File: config.mk
export PLATFORM = sky130hd
export DESIGN_NAME = bus_cmd_master
export DESIGN_NICKNAME = d
export VERILOG_FILES = /design/src/rtl/bus_cmd_master.sv
export SDC_FILE = /design/constraint.sdc
export NUM_CORES = 1
export LEC_CHECK = 0
export CORE_MARGIN = 4
export CORE_UTILIZATION = 48
export DETAILED_ROUTE_END_ITERATION = 16
export PLACE_DENSITY_LB_ADDON = 0.2
export REMOVE_ABC_BUFFERS = 1
export SLEW_MARGIN = 40
export SYNTH_ARGS = -nofsm -noshare
export SYNTH_HDL_FRONTEND = slang
export SYNTH_SLANG_ARGS = --single-unit
File: constraint.sdc
create_clock -name i_clk -period 2.3 [get_ports i_clk]
set_input_delay 0.46 -clock i_clk [delete_from_list [all_inputs] [get_ports i_clk]]
set_output_delay 0.46 -clock i_clk [all_outputs]
set_load 0.01 [all_outputs]
File: src/rtl/bus_cmd_master.sv
// bus_cmd_master: upstream req/grant bus master for the m0 port.
// Host commands are queued in a small FIFO and executed one at a time:
// bus writes, bus reads (one response each), or waits on the ALU/DMAC
// interrupt lines (one response each). Responses are single-cycle strobes.
//
// Optional feature macro: BCM_IRQ_TIMEOUT_EN
//   defined   -> an interrupt wait gives up after IRQ_TMO cycles with rsp_err=1
//   undefined -> an interrupt wait lasts until the interrupt arrives; rsp_err is 0
//
// Ports
//   i_clk, i_reset                  clock, synchronous active-high reset
//   i_cmd_valid/o_cmd_ready         command handshake (ready = FIFO not full)
//   i_cmd_op/i_cmd_addr/i_cmd_data  00 write, 01 read, 10 wait a_int, 11 wait d_int
//   o_rsp_valid/o_rsp_data/o_rsp_err  one-cycle response, data/err held until the next
//   o_m_req/o_m_wr/o_m_address/o_m_dout, i_m_grant/i_m_din  bus master side
//   i_a_interrupt, i_d_interrupt    level interrupts from ALU and DMAC
//   o_busy                          FSM active or commands queued
module bus_cmd_master #(
  parameter int unsigned CMD_DEPTH = 4,
  parameter int unsigned ADDR_W    = 16,
  parameter int unsigned DATA_W    = 32,
  parameter int unsigned IRQ_TMO   = 255
) (
  input  logic              i_clk,
  input  logic              i_reset,
  input  logic              i_cmd_valid,
  output logic              o_cmd_ready,
  input  logic [1:0]        i_cmd_op,
  input  logic [ADDR_W-1:0] i_cmd_addr,
  input  logic [DATA_W-1:0] i_cmd_data,
  output logic              o_rsp_valid,
  output logic [DATA_W-1:0] o_rsp_data,
  output logic              o_rsp_err,
  output logic              o_m_req,
  output logic              o_m_wr,
  output logic [ADDR_W-1:0] o_m_address,
  output logic [DATA_W-1:0] o_m_dout,
  input  logic              i_m_grant,
  input  logic [DATA_W-1:0] i_m_din,
  input  logic              i_a_interrupt,
  input  logic              i_d_interrupt,
  output logic              o_busy
);

  localparam int unsigned PtrW = (CMD_DEPTH > 1) ? $clog2(CMD_DEPTH) : 1;
  localparam int unsigned CntW = $clog2(CMD_DEPTH + 1);

  // Elaboration-time parameter sanity checks.
  if (CMD_DEPTH < 2 || (CMD_DEPTH & (CMD_DEPTH - 1)) != 0) begin : g_depth_chk
    $error("CMD_DEPTH must be a power of 2 and >= 2");
  end
  if (IRQ_TMO < 1) begin : g_tmo_chk
    $error("IRQ_TMO must be >= 1");
  end

  typedef enum logic [1:0] {StIdle, StReq, StRdWait, StIrqWait} state_e;

  state_e r_state, w_state_nxt;

  // Command FIFO
  logic [1:0]        r_fifo_op   [CMD_DEPTH];
  logic [ADDR_W-1:0] r_fifo_addr [CMD_DEPTH];
  logic [DATA_W-1:0] r_fifo_data [CMD_DEPTH];
  logic [PtrW-1:0]   r_wr_ptr, r_rd_ptr;
  logic [CntW-1:0]   r_count;
  logic              w_push, w_pop, w_empty, w_full;

  // Command being executed
  logic [1:0]        r_op;
  logic [ADDR_W-1:0] r_addr;
  logic [DATA_W-1:0] r_data;

  logic              r_rsp_valid, r_rsp_err;
  logic [DATA_W-1:0] r_rsp_data;
  logic              w_rsp_set, w_rsp_err_nxt, w_irq_hit, w_timeout;
  logic [DATA_W-1:0] w_rsp_data_nxt;

  assign w_empty     = (r_count == '0);
  assign w_full      = (r_count == CntW'(CMD_DEPTH));
  assign o_cmd_ready = !w_full;
  assign w_push      = i_cmd_valid && !w_full;
  // Pops happen only from IDLE, which forces one idle cycle between commands.
  assign w_pop       = (r_state == StIdle) && !w_empty;

  always_ff @(posedge i_clk) begin
    if (w_push) begin
      r_fifo_op[r_wr_ptr]   <= i_cmd_op;
      r_fifo_addr[r_wr_ptr] <= i_cmd_addr;
      r_fifo_data[r_wr_ptr] <= i_cmd_data;
    end
  end

  always_ff @(posedge i_clk) begin
    if (i_reset) begin
      r_wr_ptr <= '0;
      r_rd_ptr <= '0;
      r_count  <= '0;
    end else begin
      if (w_push) r_wr_ptr <= r_wr_ptr + PtrW'(1);
      if (w_pop)  r_rd_ptr <= r_rd_ptr + PtrW'(1);
      case ({w_push, w_pop})
        2'b10:   r_count <= r_count + CntW'(1);
        2'b01:   r_count <= r_count - CntW'(1);
        default: r_count <= r_count;
      endcase
    end
  end

  always_ff @(posedge i_clk) begin
    if (i_reset) begin
      r_op   <= '0;
      r_addr <= '0;
      r_data <= '0;
    end else if (w_pop) begin
      r_op   <= r_fifo_op[r_rd_ptr];
      r_addr <= r_fifo_addr[r_rd_ptr];
      r_data <= r_fifo_data[r_rd_ptr];
    end
  end

  // op[0] selects the DMAC interrupt for waits.
  assign w_irq_hit = r_op[0] ? i_d_interrupt : i_a_interrupt;

`ifdef BCM_IRQ_TIMEOUT_EN
  localparam int unsigned TmoW = $clog2(IRQ_TMO + 1);
  logic [TmoW-1:0] r_wait_cnt;

  always_ff @(posedge i_clk) begin
    if (i_reset || w_pop) begin
      r_wait_cnt <= '0;
    end else if (r_state == StIrqWait) begin
      r_wait_cnt <= r_wait_cnt + TmoW'(1);
    end
  end

  // Counter reaches IRQ_TMO on this edge: response appears IRQ_TMO cycles after entry.
  assign w_timeout = (r_wait_cnt == TmoW'(IRQ_TMO - 1));
`else
  assign w_timeout = 1'b0;
`endif

  // State register
  always_ff @(posedge i_clk) begin
    if (i_reset) r_state <= StIdle;
    else         r_state <= w_state_nxt;
  end

  // Next-state logic
  always_comb begin
    w_state_nxt = r_state;
    unique case (r_state)
      StIdle: begin
        if (!w_empty) w_state_nxt = r_fifo_op[r_rd_ptr][1] ? StIrqWait : StReq;
      end
      StReq: begin
        if (i_m_grant) w_state_nxt = r_op[0] ? StRdWait : StIdle;
      end
      StRdWait:  w_state_nxt = StIdle;
      StIrqWait: begin
        if (w_irq_hit || w_timeout) w_state_nxt = StIdle;
      end
      default:   w_state_nxt = StIdle;
    endcase
  end

  // Output logic
  always_comb begin
    o_m_req        = 1'b0;
    o_m_wr         = 1'b0;
    w_rsp_set      = 1'b0;
    w_rsp_data_nxt = '0;
    w_rsp_err_nxt  = 1'b0;
    unique case (r_state)
      StIdle: ;
      StReq: begin
        o_m_req = 1'b1;
        o_m_wr  = (r_op == 2'b00);
      end
      StRdWait: begin
        o_m_req        = 1'b1;
        w_rsp_set      = 1'b1;
        w_rsp_data_nxt = i_m_din;
      end
      StIrqWait: begin
        w_rsp_set     = w_irq_hit || w_timeout;
        // Interrupt wins over a simultaneous timeout.
        w_rsp_err_nxt = !w_irq_hit && w_timeout;
      end
      default: ;
    endcase
    o_busy = (r_state != StIdle) || !w_empty;
  end

  assign o_m_address = r_addr;
  assign o_m_dout    = r_data;

  always_ff @(posedge i_clk) begin
    if (i_reset) begin
      r_rsp_valid <= 1'b0;
      r_rsp_data  <= '0;
      r_rsp_err   <= 1'b0;
    end else begin
      r_rsp_valid <= w_rsp_set;
      if (w_rsp_set) begin
        r_rsp_data <= w_rsp_data_nxt;
        r_rsp_err  <= w_rsp_err_nxt;
      end
    end
  end

  assign o_rsp_valid = r_rsp_valid;
  assign o_rsp_data  = r_rsp_data;
  assign o_rsp_err   = r_rsp_err;

endmodule

== After elaboration in Yosys (flattened, before gate mapping) ==
Memories as Yosys holds them, arrays and structs flattened. A register that Yosys moved wholly into a read port is not among the register bits.
Cells that the tools add are included.
Word-level totals
  flip-flop bits (word level): 44
  RAM bits: 200
  output and inout bits: 86
  memories: 3
Cells by class
  add/sub/neg operators: 4
  eq/ne operators: 9
  mux-type cells: 16
  reductions and logical operators: 12
Memories
  r_fifo_data: words 4, bits a word 32, rd ports 1, clocked after Yosys merged registers in 1, write ports 1, RTL line 63  | logic [DATA_W-1:0] r_fifo_data [CMD_DEPTH];
  r_fifo_addr: words 4, bits a word 16, rd ports 1, clocked after Yosys merged registers in 1, write ports 1, RTL line 62  | logic [ADDR_W-1:0] r_fifo_addr [CMD_DEPTH];
  r_fifo_op: words 4, bits a word 2, rd ports 1, clocked after Yosys merged registers in 1, write ports 1, RTL line 61  | logic [1:0] r_fifo_op [CMD_DEPTH];
Operators by type and width (count)
  $mux 32: 1
  $mux 2: 7
  $pmux 2 s4: 1
  $eq 2x2->1 const B: 3
  $ne 2x2->1 const B: 3
  $pmux 3 s2: 1
  $mux 1: 5
  $add 2x1->2 const B: 2
  $eq 2x1->1 const B: 2
  $logic_not 2->1: 2
  $reduce_bool 2->1: 2
  $add 3x1->3 const B: 1
  $eq 3x3->1 const B: 1
  $logic_not 3->1: 1
  $reduce_and 3->1: 1
  $sub 3x1->3 const B: 1
  $logic_and 1x1->1: 2
  $logic_not 1->1: 2
  $pmux 1 s2: 1
  $reduce_or 2->1: 1
  $logic_or 1x1->1: 1

== Logic depth before layout (Yosys ltp) ==
Gate-level depths: netlist of run 1.
  depth in word-level cells: 5
  depth in mapped cells: 12
  mapped depth without buffers: 10

== Worst setup path after synthesis of run 1 ==
No wires, ideal clock.
  path type: register to register
  start: register r_count[2]
  end: register r_count[2]
  data arrival time: 2.243 ns
  data required time: 2.229 ns
  setup slack: -0.014 ns
  cell stages (with the launch flop): 10
  period minus slack after synthesis: 2.314 ns
  cells stage by stage: dfxtp_1 or3b_4 and2_4 clkinv_4 ha_1 inv_1 fa_1 xor2_1 or3_2 a21oi_1
Between the ends
  word-level cells in the longest chain between the ends: 5
  elaborated cells on any way between the ends: 12
  those cells by class: 2 x add/sub; 3 x eq/ne; 1 x mux; 6 x reduce/logical
RTL lines
  start, declared: RTL line 65  | logic [CntW-1:0] r_count;
  start signal, assigned: RTL line 102  | 2'b10: r_count <= r_count + CntW'(1);
  start signal, assigned: RTL line 103  | 2'b01: r_count <= r_count - CntW'(1);
  start signal, assigned: RTL line 104  | default: r_count <= r_count;
  $eq 3x3->1 *: RTL line 79  | assign w_full = (r_count == CntW'(CMD_DEPTH));
  $logic_not 1->1 *
  via o_cmd_ready: RTL line 27  | output logic o_cmd_ready,
  $logic_and 1x1->1 *: RTL line 81  | assign w_push = i_cmd_valid && !w_full;
  $eq 2x1->1 / $eq 2x2->1 (equally long branches): RTL line 101  | case ({w_push, w_pop})
  $pmux 3 s2 / $reduce_bool 2->1 (equally long branches)
Mark *: on every way through the listed nets, which the timed path passes. The rest lies on a longest branch.
A chain may end at the register's enable or synchronous reset.

== Final worst setup path of run 1 ==
  start: register r_state[0]
  end: output o_busy
Between the ends
  word-level cells in the longest chain between the ends: 2
RTL lines
  start, declared: RTL line 58  | state_e r_state, w_state_nxt;
  start signal, assigned: RTL line 144  | if (i_reset) r_state <= StIdle;
  start signal, assigned: RTL line 145  | else r_state <= w_state_nxt;
  $reduce_bool 2->1: RTL line 191  | o_busy = (r_state != StIdle) || !w_empty;
  $logic_or 1x1->1: RTL line 191
  end, declared: RTL line 42  | output logic o_busy
No other way between the ends.

==> impl_metrics.json, run 1 <==
{
  "fin_crit_ns": 2.20,
  "grt_use_met3": 0.0438,
  "globalRouteOverflowTotal": 0,
  "crit_family": "buffers and inverters",
  "syn-cell-area_um2": 10900,
  "coreArea_um2": 22100,
  "portBuffers": 172,
  "post-place-ws_ns": -0.164,
  "crit_chain": "inv_2, ha_4, nor4b_4, buf_4, inv_1, dlygate4sd2_1",
  "die_y_um": 159,
  "layout-drive-gt1-share": 0.204,
  "fin_util": 0.634,
  "finalSetupViolations": 0,
  "clock_sinks": 294,
  "dp.cells": 1102,
  "fin_cells": 1157,
  "vias": 6186,
  "yosys.area_share.simple": 0.0585,
  "clockBufferDepth": 3,
  "grt_use_met1": 0.228,
  "yosysUniqueCellTypes": 37,
  "wl_per_cell_um": 19.6,
  "period_share": 0.957,
  "fin_hold_ws_ns": 0.396,
  "drt_iter0_markers": 363,
  "slew_viol_final": 0,
  "slowest_stage": "dfxtp_2",
  "layout_setup_ws_ns": 0.0978,
  "antenna_found_initial": 1,
  "synth_compound_area_frac": 0.0638,
  "postCtsHoldBufs": 0,
  "fin_nets": 953,
  "cts-root-buf": "clkbuf_16",
  "path_max_fanout": 4,
  "routed_wl_um": 22700,
  "start_kind": "register",
  "rows": 54,
  "grt_max_degree": 53,
  "place_area_um2": 13000,
  "yosysWarnings": 0,
  "area_delta_synth_final_pct": 28.3,
  "postSynthCellCount": 664,
  "slew_headroom": 0.546,
  "required_ns": 1.84,
  "grt.busiest_layer": "met2",
  "cts_buffers": 29,
  "cts_tree": "built",
  "skew_ns": 0.0121,
  "holdCritPathClass": "in -> reg",
  "drcViolationCount": 0,
  "rsz0062_at_grt": "false",
  "status": "finished clean",
  "final_area_um2": 14000,
  "path_buf_inv": 4,
  "ys_ff_latch": 294,
  "fillCellCount": 1611,
  "cpPeakStageDelay_ns": 0.34,
  "postRouteAntennaNets": 0,
  "gr-usage-all-layers": 0.179,
  "ir_drop_uv": 769,
  "firstDrtPassIters": 5,
  "first_global_vias": 6772,
  "arrival_ns": 1.74,
  "hpwl_um": 14100,
  "max_cap_violations": 0,
  "fin_tns_setup_ns": 0,
  "multi_input_area_um2": 2720,
  "dieWidth_um": 159,
  "crit_type": "reg -> out",
  "clk_pin_slew_ns": 0.06,
  "yosys.area_share.adder": 0.0133,
  "use_met2": 0.313,
  "worst_slew_pin_slew_ns": 0.680,
  "start_util": 0.494,
  "finalWeightedCongestion": 0.729,
  "p_per_area_nw_per_um2": 1230,
  "fmax_mhz": 454,
  "hold_viol": 0,
  "grt_pass1_wl_um": 36800,
  "syn_avg_cell_area_um2": 16.4,
  "regArea_um2": 7900,
  "h-tree-depth": 1,
  "vias_per_cell": 5.35,
  "dieArea_um2": 25200,
  "p_leak_nw": 4.68,
  "worstSkewPairLatency_ns": 0.53,
  "design.portCount": 174,
  "end_kind": "output port",
  "seq_area_frac_synth": 0.722,
  "p_total_mw": 17.2,
  "synth_xor_area_frac": 0.00401,
  "synthMuxAreaShare": 0.105,
  "synth_top_family_by_area": "multiplexers"
}
state kept, by name (all words and copies together), names as in the netlist, 3 cells and up, named ones only:
register and cells:
o_m_dout 32, r_fifo_addr 64, r_fifo_op 8, o_m_address 16, r_fifo_data 128, o_rsp_data 32, r_count 3
cell type report:
cell class / instances / area share
Sequential cell: 294 / 0.563
Multi-Input combinational cell: 317 / 0.194
Timing Repair Buffer: 200 / 0.146
Clock buffer: 41 / 0.0597
Tap cell: 280 / 0.0250
Clock inverter: 12 / 0.00795
Inverter: 12 / 0.00366
Antenna cell: 1 / 0.000179
routing by layer:
| layer | share of wire | vias up |
|---|---|---|
| met5 | 0 | - |
| met4 | 0.016 | 0 |
| met3 | 0.069 | 32 |
| met2 | 0.50 | 218 |
| met1 | 0.42 | 3089 |
| li1 | - | 2847 |
worst reg2reg max path, delay by kind of cell, from the launching register on:
kind,cells,cell delay (ns)
AO/OA/AOI/OAI,1,0.13
XOR/XNOR,1,0.16
AND/OR/NAND/NOR,3,0.88
adder cells (fa/ha/maj),2,0.50
buffers and inverters,2,0.09
flip-flops,1,0.33
cell usage after synthesis, drive strengths merged:
cell / count / area (µm²)
nor3: 1 / 5.00
clkinv: 2 / 13.8
and3: 4 / 30.0
inv: 10 / 37.5
a211oi: 1 / 7.51
dfxtp: 94 / 1880
xor2: 3 / 26.3
o21ba: 1 / 10.0
conb: 1 / 3.75
mux2i: 2 / 20.0
or3b: 1 / 11.3
nor4b: 1 / 8.76
fa: 1 / 20.0
nor3b: 1 / 7.51
ha: 10 / 125
or3: 1 / 7.51
edfxtp: 200 / 6010
a21oi: 54 / 274
buf: 28 / 259
a221oi: 1 / 15.0
clkbuf: 13 / 48.8
xnor2: 2 / 17.5
nand2b: 1 / 6.26
and2: 1 / 8.76
nor2: 43 / 161
nand2: 104 / 393
a22oi: 32 / 385
o21ai: 1 / 5.00
mux4: 50 / 1130
repair_timing:
item,CTS,global route
pin swaps,0,0
gates resized for setup,10,7
setup endpoints to repair,5,2
setup buffers,0,1
power by group:
group | switching (mW) | internal [mW] | leakage (nW)
Clock | 1.84 | 2.75 | 0.476
Combinational | 2.84 | 2.70 | 1.60
Sequential | 0.416 | 6.68 | 2.60
Total | 5.10 | 12.1 | 4.68
final timing paths:
| kind | startpoint | to | slack [ns] | cells after the start |
|---|---|---|---|---|
| worst max-delay path | r_state[0] | o_busy | 0.1 | 6 |
| worst min-delay path | i_reset | o_rsp_data[9] | 0.40 | 2 |
| worst max register to register | r_count[2] | r_count[2] | 0.14 | 9 |
| worst min register to register | o_m_dout[23] | o_m_dout[23] | 0.45 | 2 |
layout by cell type (no fill, tap or decap), types with 2 or more instances in the layout:
cell and count:
nand2_1 103, a22oi_1 3, nor2_1 43, clkbuf_16 30, edfxtp_1 200, clkinv_4 2
inv_2 2, dfxtp_1 89, xor2_1 3, bufinv_16 2, a22oi_2 29, and3_2 4
clkinv_2 8, dfxtp_2 4, mux4_2 50, clkinv_1 2, clkdlybuf4s50_1 167, a21oi_1 52
buf_12 10, clkbuf_8 4, mux2i_1 2, dlygate4sd2_1 4, clkbuf_1 5, buf_4 19
ha_1 8, inv_1 8, xnor2_1 2, a21oi_2 2
logic make-up (layout without fill, tap and decap cells):
group | Yosys count | count (layout)
AOI/OAI and AO/OA | 90 | 90
xor gates and xnor gates | 5 | 5
adders and majority gates | 11 | 11
buffers and inverters | 53 | 265
DFF | 294 | 294
muxes | 52 | 52
other | 1 | 2
and+or+nand+nor | 158 | 158
Note: power is estimated with default switching activity, not from simulation.
==> run 2: changes to the inputs <==
--- a/config.mk
+++ b/config.mk
@@ -8,7 +8,8 @@
 export CORE_MARGIN = 4
 export CORE_UTILIZATION = 48
 export DETAILED_ROUTE_END_ITERATION = 16
-export PLACE_DENSITY_LB_ADDON = 0.2
+export PLACE_DENSITY_LB_ADDON = 0.3
+export RECOVER_POWER = 50
 export REMOVE_ABC_BUFFERS = 1
 export SLEW_MARGIN = 40
 export SYNTH_ARGS = -nofsm -noshare
==> impl_metrics.json, run 2 (synthesis results as in run 1) <==
{
  "status": "finished clean",
  "crit_end": "o_busy",
  "r2r-start": "r_count[0]",
  "clockBufferDepth": 3,
  "end_kind": "output port",
  "cpPeakStageDelay_ns": 0.34,
  "clk_pin_slew_ns": 0.06,
  "rsz0062_at_grt": "false",
  "required_ns": 1.84,
  "gr-usage-all-layers": 0.172,
  "wl_per_cell_um": 19.1,
  "area_delta_synth_final_pct": 27.2,
  "path_max_fanout": 4,
  "design.portCount": 174,
  "clock_sinks": 294,
  "h-tree-depth": 1,
  "crit_chain": "inv_2, ha_4, nor4b_4, buf_4, inv_1, dlygate4sd2_1",
  "reg2reg_slack_ns": 0.09,
  "max_cap_violations": 0,
  "layout-drive-gt1-share": 0.171,
  "skew_ns": 0.0103,
  "cts_buffers": 30,
  "worstSkewPairLatency_ns": 0.54,
  "postRouteAntennaNets": 0,
  "r2r_end": "r_count[2]",
  "hpwl_um": 13500,
  "fmax_mhz": 452,
  "dp.cells": 1096,
  "globalRouteOverflowTotal": 0,
  "finalSetupViolations": 0,
  "coreArea_um2": 22100,
  "arrival_ns": 1.75,
  "routed_wl_um": 22100,
  "cts-root-buf": "clkbuf_16",
  "slew_headroom": 0.423,
  "fin_nets": 948,
  "vias": 6148,
  "fin_crit_ns": 2.21,
  "grt_pass1_wl_um": 35500,
  "p_per_area_nw_per_um2": 1260,
  "reg_top3": "r_fifo_data x128, r_fifo_addr x64",
  "min_path_cells": 2,
  "postCtsHoldBufs": 0,
  "largest_register": "r_fifo_data",
  "dieArea_um2": 25200,
  "period_share": 0.961,
  "holdCritPathClass": "in -> reg",
  "cts_tree": "built",
  "start_kind": "register",
  "portBuffers": 172,
  "slowest_stage": "dfxtp_2",
  "largest_reg_flops": 128,
  "startpoint": "r_state[1]",
  "drt_iter0_markers": 357,
  "layout_commonest_cell": "edfxtp_1",
  "hold_viol": 0,
  "drcViolationCount": 0,
  "vias_per_cell": 5.32,
  "rows": 54,
  "finalWeightedCongestion": 0.777,
  "crit_type": "reg -> out",
  "die_y_um": 159,
  "fin_cells": 1156,
  "dieWidth_um": 159,
  "p_leak_nw": 4.68,
  "firstDrtPassIters": 4,
  "mostFrequentLayoutCells": "edfxtp_1, clkdlybuf4s50_1, nand2_1",
  "first_global_vias": 6585,
  "grt_max_degree": 56,
  "ir_drop_uv": 785,
  "reg2reg_depth": 9,
  "start_util": 0.494,
  "fin_hold_ws_ns": 0.382,
  "antenna_found_initial": 5,
  "slew_viol_final": 0,
  "fin_tns_setup_ns": 0,
  "worst_slew_pin_slew_ns": 0.865
}
run 2: changes by cell type in the layout (fill, tap and decap cells not counted), moves of 3 or more:
cell,change
clkbuf_4,+3
dlygate4sd3_1,+50
a22oi_2,-29
buf_12,-6
clkdlybuf4s50_1,-50
buf_4,-6
a22oi_1,+29
run 2: per-stage QoR:
step	cell area, µm²	setup WS [ns]	total power, mW	util
2_1_floorplan	10600	-1.35	10.2	-
3_3_place_gp	13000	-0.133	12.5	0.587
3_5_place_dp	13000	-0.266	12.7	0.587
4_1_cts	14100	0.00168	17.9	0.636
5_1_grt	13900	0.0229	18.4	0.628
6_report	13900	0.0895	17.4	0.629
run 2: critical path, delay by kind of cell, from the launching register on:
family | cells | cell delay, ns
fa+ha+maj | 1 | 0.14
buf+inv | 4 | 0.56
flops | 1 | 0.34
simple gates | 1 | 0.18
run 2: routing by layer:
metal,share of wire,wire length [µm],GRT usage
met5,0.00099,22,0
met4,0.025,557,0.0442
met3,0.054,1200,0.0425
met2,0.50,11000,0.299
met1,0.42,9370,0.220
run 2: where the power goes:
group	leakage (nW)	switching [mW]	internal, mW
combinational	1.54	2.65	2.54
sequential	2.60	0.486	6.70
clock	0.531	1.91	3.16
run 2: layout make-up:
class	count	area, µm²
diodes	3	7.51
clock buffers	41	895
clock inverters	15	179
fillers	1591	8210
inverters	12	53.8
multi-input cells	317	2580
flip-flops and latches	294	7900
well taps	280	350
repair buffers	194	1920
run 2: timing repair:
| action | CTS | global route |
|---|---|---|
| gates resized for setup | 15 | 4 |
| setup endpoints to repair | 5 | 2 |
| buffers inserted | 0 | 1 |
| pin swaps | 1 | 1 |
run 2: worst min-delay path by stage:
| stage | from | to | slack [ns] |
|---|---|---|---|
| after floorplan | r_op[1] | r_op[1] | 0.43 |
| after global placement | o_m_address[10] | o_m_address[10] | 0.44 |
| after detailed placement | o_m_dout[28] | o_m_dout[28] | 0.45 |
| after CTS | i_reset | r_wr_ptr[0] | 0.36 |
| after global routing | i_reset | register | 0.39 |
| final | i_reset | r_state[0] | 0.38 |
